--- src/rtl/add_num_wr_issuer.sv ---
// Issues one CCI-P c1 write per accepted result and waits for its tagged response before
// reporting done; one write in flight at a time, requests are held off while c1TxAlmFull is high.
module add_num_wr_issuer #(
  parameter int ADDR_W  = 42,
  parameter int RES_W   = 8,
  parameter int CL_W    = 512,
  parameter int MDATA_W = 16,
  parameter int TIMEOUT = 1024
) (
  input  logic               clk,
  input  logic               reset_n,
  input  logic               res_valid,
  output logic               res_ready,
  input  logic [RES_W-1:0]   res_data,
  input  logic [ADDR_W-1:0]  res_addr,
  input  logic               c1_alm_full,
  output logic               c1_tx_valid,
  output logic [ADDR_W-1:0]  c1_tx_addr,
  output logic               c1_tx_sop,
  output logic [MDATA_W-1:0] c1_tx_mdata,
  output logic [CL_W-1:0]    c1_tx_data,
  input  logic               c1_rsp_valid,
  input  logic [MDATA_W-1:0] c1_rsp_mdata,
  input  logic               clear_err,
  output logic               done,
  output logic               err_timeout,
  output logic               err_stray
);

  localparam int CNT_W = (TIMEOUT > 1) ? $clog2(TIMEOUT) : 1;
  localparam logic [CNT_W-1:0] CNT_LAST = CNT_W'(TIMEOUT - 1);

  typedef enum logic [1:0] {IDLE, ISSUE, WAIT_RSP} state_t;

  state_t             state;
  logic [MDATA_W-1:0] tag;
  logic [CNT_W-1:0]   wait_cnt;
  logic [RES_W-1:0]   cap_res;
  logic [ADDR_W-1:0]  cap_addr;

  logic rsp_match;
  logic stray_evt;
  logic timeout_evt;

  // A match on the last counter value beats the timeout.
  always_comb begin
    rsp_match   = c1_rsp_valid && (state == WAIT_RSP) && (c1_rsp_mdata == tag);
    stray_evt   = c1_rsp_valid && !rsp_match;
    timeout_evt = (state == WAIT_RSP) && !rsp_match && (wait_cnt == CNT_LAST);
  end

  always_ff @(posedge clk or negedge reset_n) begin
    if (!reset_n) begin
      state       <= IDLE;
      tag         <= '0;
      wait_cnt    <= '0;
      cap_res     <= '0;
      cap_addr    <= '0;
      res_ready   <= 1'b0;
      c1_tx_valid <= 1'b0;
      c1_tx_sop   <= 1'b0;
      c1_tx_addr  <= '0;
      c1_tx_mdata <= '0;
      c1_tx_data  <= '0;
      done        <= 1'b0;
      err_timeout <= 1'b0;
      err_stray   <= 1'b0;
    end else begin
      c1_tx_valid <= 1'b0;
      c1_tx_sop   <= 1'b0;
      done        <= 1'b0;

      // Sticky flags: a new error event in the clearing cycle keeps the flag set.
      if (stray_evt)
        err_stray <= 1'b1;
      else if (clear_err)
        err_stray <= 1'b0;

      if (timeout_evt)
        err_timeout <= 1'b1;
      else if (clear_err)
        err_timeout <= 1'b0;

      case (state)
        IDLE: begin
          if (res_valid && res_ready) begin
            cap_res   <= res_data;
            cap_addr  <= res_addr;
            res_ready <= 1'b0;
            state     <= ISSUE;
          end else begin
            res_ready <= 1'b1;
          end
        end

        ISSUE: begin
          if (!c1_alm_full) begin
            c1_tx_valid <= 1'b1;
            c1_tx_sop   <= 1'b1;
            c1_tx_addr  <= cap_addr;
            c1_tx_mdata <= tag;
            c1_tx_data  <= {{(CL_W-RES_W){1'b0}}, cap_res};
            wait_cnt    <= '0;
            state       <= WAIT_RSP;
          end
        end

        WAIT_RSP: begin
          if (rsp_match || timeout_evt) begin
            done      <= 1'b1;
            res_ready <= 1'b1;
            tag       <= tag + MDATA_W'(1);
            wait_cnt  <= '0;
            state     <= IDLE;
          end else begin
            wait_cnt <= wait_cnt + CNT_W'(1);
          end
        end

        default: state <= IDLE;
      endcase
    end
  end

endmodule

--- config.mk ---
export PLATFORM = sky130hd
export DESIGN_NAME = add_num_wr_issuer
export DESIGN_NICKNAME = d
export VERILOG_FILES = /design/src/rtl/add_num_wr_issuer.sv
export SDC_FILE = /design/constraint.sdc
export NUM_CORES = 1
export LEC_CHECK = 0
export ABC_AREA = 0
export BUFFER_PORTS_ARGS = -buffer_cell sky130_fd_sc_hd__buf_2
export CAP_MARGIN = 30
export CORE_AREA = 4 4 252 254
export DETAILED_ROUTE_END_ITERATION = 10
export DIE_AREA = 0 0 256 258
export PLACE_DENSITY = 0.47
export SETUP_SLACK_MARGIN = 0.3
export SYNTH_ARGS = -nofsm -noshare
export SYNTH_HDL_FRONTEND = slang
export SYNTH_SLANG_ARGS = --single-unit
--- constraint.sdc ---
create_clock -name clk -period 4.65 [get_ports clk]
set_clock_uncertainty 0.2 [all_clocks]
set_input_delay 0.2325 -clock clk [delete_from_list [all_inputs] [get_ports clk]]
set_output_delay 0.2325 -clock clk [all_outputs]
set_load 0.05 [all_outputs]
==> results.yml <==
job:
  drv_cap: 0
setup_path:
  worstSetupPathType: "reg2reg"
  cp-endpoint: "tag[1]$_DFFE_PN0P_"
  regToRegSetupSlack_ns: 2.10
  r2r_end: "tag[1]$_DFFE_PN0P_"
  arrival_ns: 2.67
  reg2reg_from: "state[1]$_DFFE_PN0P_"
  crit_start: "state[1]$_DFFE_PN0P_"
  end_kind: "register"
  critPathRequiredTime_ns: 4.77
  reg2reg_depth: 6
  cp-start-kind: "register"
  cp_max_fo: 16
sta:
  fmax_mhz: 393
  setup_violations: 0
  setup_tns_ns: 0
  rsz0062_at_grt: "no"
  fin_crit_sh: 0.548
  max_slew_margin: 0.530
  post-route-min-period_ns: 2.55
  drv_slew: 0
  hold_violations: 0
  worst_pin_slew_ns: 0.705
power_and_ir_drop:
  ir_drop_v: 0.000430
  p_total_mw: 6.30
  p_leak_nw: 5.41
  cellPowerDensity_mw_per_mm2: 583
logic_synthesis:
  netlist_instances: 929
  syn_area_mm2: 0.00987
  synth_edf_count: 0
  synth_top_flop_cell: "dfrtp_1"
  ys_types: 42
  avgSynthCellArea_um2: 10.6
  synth-async-reset-ratio: 1.00
  ys_ff_latch: 149
  yosys_warnings: 0
  synth-seq-area-share: 0.378
floorplan:
  rows: 91
  initial_core_util: 0.161
  core-area_mm2: 0.0613
  die_h_um: 258
  io_pins: 648
  die_area_mm2: 0.0660
  dieWidth_um: 256
worst_hold_path:
  hold_path_class: "in2async"
cts:
  insertion_delay_ns: 0.44
  cts.path.max_buffers: 2
  cts_sinks: 149
  cts_made_buffers: 17
  path_clk_slew_ns: 0.07
  cts-root-buf: "clkbuf_16"
  htree_levels: 4
  cts_tree: "done"
finish:
  instances_no_fill: 1941
  final_cell_mix: "conb_1 (504), dfrtp_1 (149), buf_2 (142)"
  area_growth_pct: 9.38
  utilization: 0.176
  layout.nets: 1206
  final_common_cell: "conb_1"
  drive_gt1_frac: 0.274
routing:
  ant_nets: 0
  wl_per_cell_um: 11.0
  via_per_inst: 2.75
  dr.first_iter.drc_count: 112
  dr_total_vias: 5340
  drc: 0
  dr.pass1.iters: 4
  drt-total-wl_um: 21300
placement:
  place_congestion: 0.714
  io_buffers: 143
  hpwlAfterDp_um: 17100
  place_inst: 1849
global_route:
  grt_first_pass_wirelength_um: 30800
  grt_pass1_vias: 5024
  overflow: 0
  grt.total_usage: 0.0590
  antenna_found_initial: 14
  grt_max_degree: 80
outcome:
  status: "finished clean"
-- worst max-delay path, cell delays in order (launching register included) --
cell and delay [ns]:
dfrtp_1 0.40, nor2b_1 0.55, nand3_2 0.20, nor4_4 0.35
a21oi_4 0.22, inv_2 0.19, mux2_1 0.33
-- per-stage QoR --
| stage | hold slack (ns) | setup slack, ns | area, um2 |
|---|---|---|---|
| 2_1_floorplan | -0.263 | 2.56 | 11800 |
| 3_3_place_gp | 0.252 | 2.18 | 9640 |
| 5_1_grt | 0.0738 | 1.92 | 10800 |
| 3_5_place_dp | -0.0604 | 2.15 | 9680 |
| 6_report | 0.0454 | 2.10 | 10800 |
| 4_1_cts | 0.0255 | 2.10 | 10800 |
-- how the worst min path moves through the flow --
stage | startpoint | to | slack (ns)
finish | reset_n | c1_tx_addr[14]$_DFFE_PN0P_ | 0.05
global route | reset_n | c1_tx_addr[14]$_DFFE_PN0P_ | 0.07
CTS | reset_n | cap_addr[19]$_DFFE_PN0P_ | 0.03
detailed placement | reset_n | cap_addr[13]$_DFFE_PN0P_ | -0.06
global placement | reset_n | c1_tx_addr[16]$_DFFE_PN0P_ | 0.25
floorplan | reset_n | c1_tx_addr[0]$_DFFE_PN0P_ | -0.26
-- layout make-up --
type,count,area [um2]
well taps,790,988
inverters,5,18.8
clock buffers,19,453
clock inverters,13,114
fillers,6837,50500
flip-flops and latches,149,3730
diodes,6,15.0
multi-input cells,756,4140
repair buffers,203,1340
-- state kept, by name, indices dropped and copies added, names as in the netlist --
name and cells:
cap_addr 42, c1_tx_mdata 16, c1_tx_data 8, cap_res 8, state 2, c1_tx_addr 42, wait_cnt 10, c1_tx_sop 1
res_ready 1, err_timeout 1, done 1, err_stray 1, tag 16
-- power by group --
part / switching, mW / internal [mW]
Combinational: 2.21 / 0.732
Clock: 0.597 / 0.727
Sequential: 0.250 / 1.78
Total: 3.06 / 3.24
-- layer usage --
metal | vias up | GRT usage | routed length (um)
li1 | 2421 | - | -
met1 | 2549 | 0.0586 | 7160
met2 | 330 | 0.104 | 10800
met3 | 28 | 0.0371 | 3020
met4 | 12 | 0.0155 | 216
met5 | - | 0 | 89
-- logic make-up (layout without fill, tap and decap cells) --
logic type / Yosys count / count (layout) / synth area share
compound gates: 19 / 19 / 0.0129
xor+xnor: 34 / 34 / 0.0309
fa+ha+maj: 2 / 2 / 0.00253
buf+inv: 527 / 240 / 0.395
flops: 149 / 149 / 0.378
mux: 117 / 117 / 0.133
other cells: 1 / 510 / 0.000380
simple gates: 80 / 80 / 0.0471
-- synthesized netlist by cell type, types with 2 or more instances --
library cell,n,area (um2)
buf_4,506,3800
dfrtp_1,149,3730
mux2_2,116,1310
nand2_1,22,82.6
xnor2_1,22,193
nor2_1,11,41.3
xor2_1,11,96.3
nand3_1,10,50.1
nor3_1,9,45.0
o21ai_0,8,40.0
buf_2,7,35.0
clkbuf_1,7,26.3
nand4_1,7,43.8
a22oi_1,4,30.0
inv_1,4,15.0
and3_1,3,18.8
nor3_2,3,30.0
a21oi_1,2,10.0
buf_6,2,22.5
ha_1,2,25.0
nor4_2,2,25.0
or2_2,2,12.5
-- timing repair --
action,CTS,global route
hold endpoints to repair,163,0
resized for setup,0,0
hold buffers,54,0
setup buffers,0,0
Power figures use the tool's default switching activity.
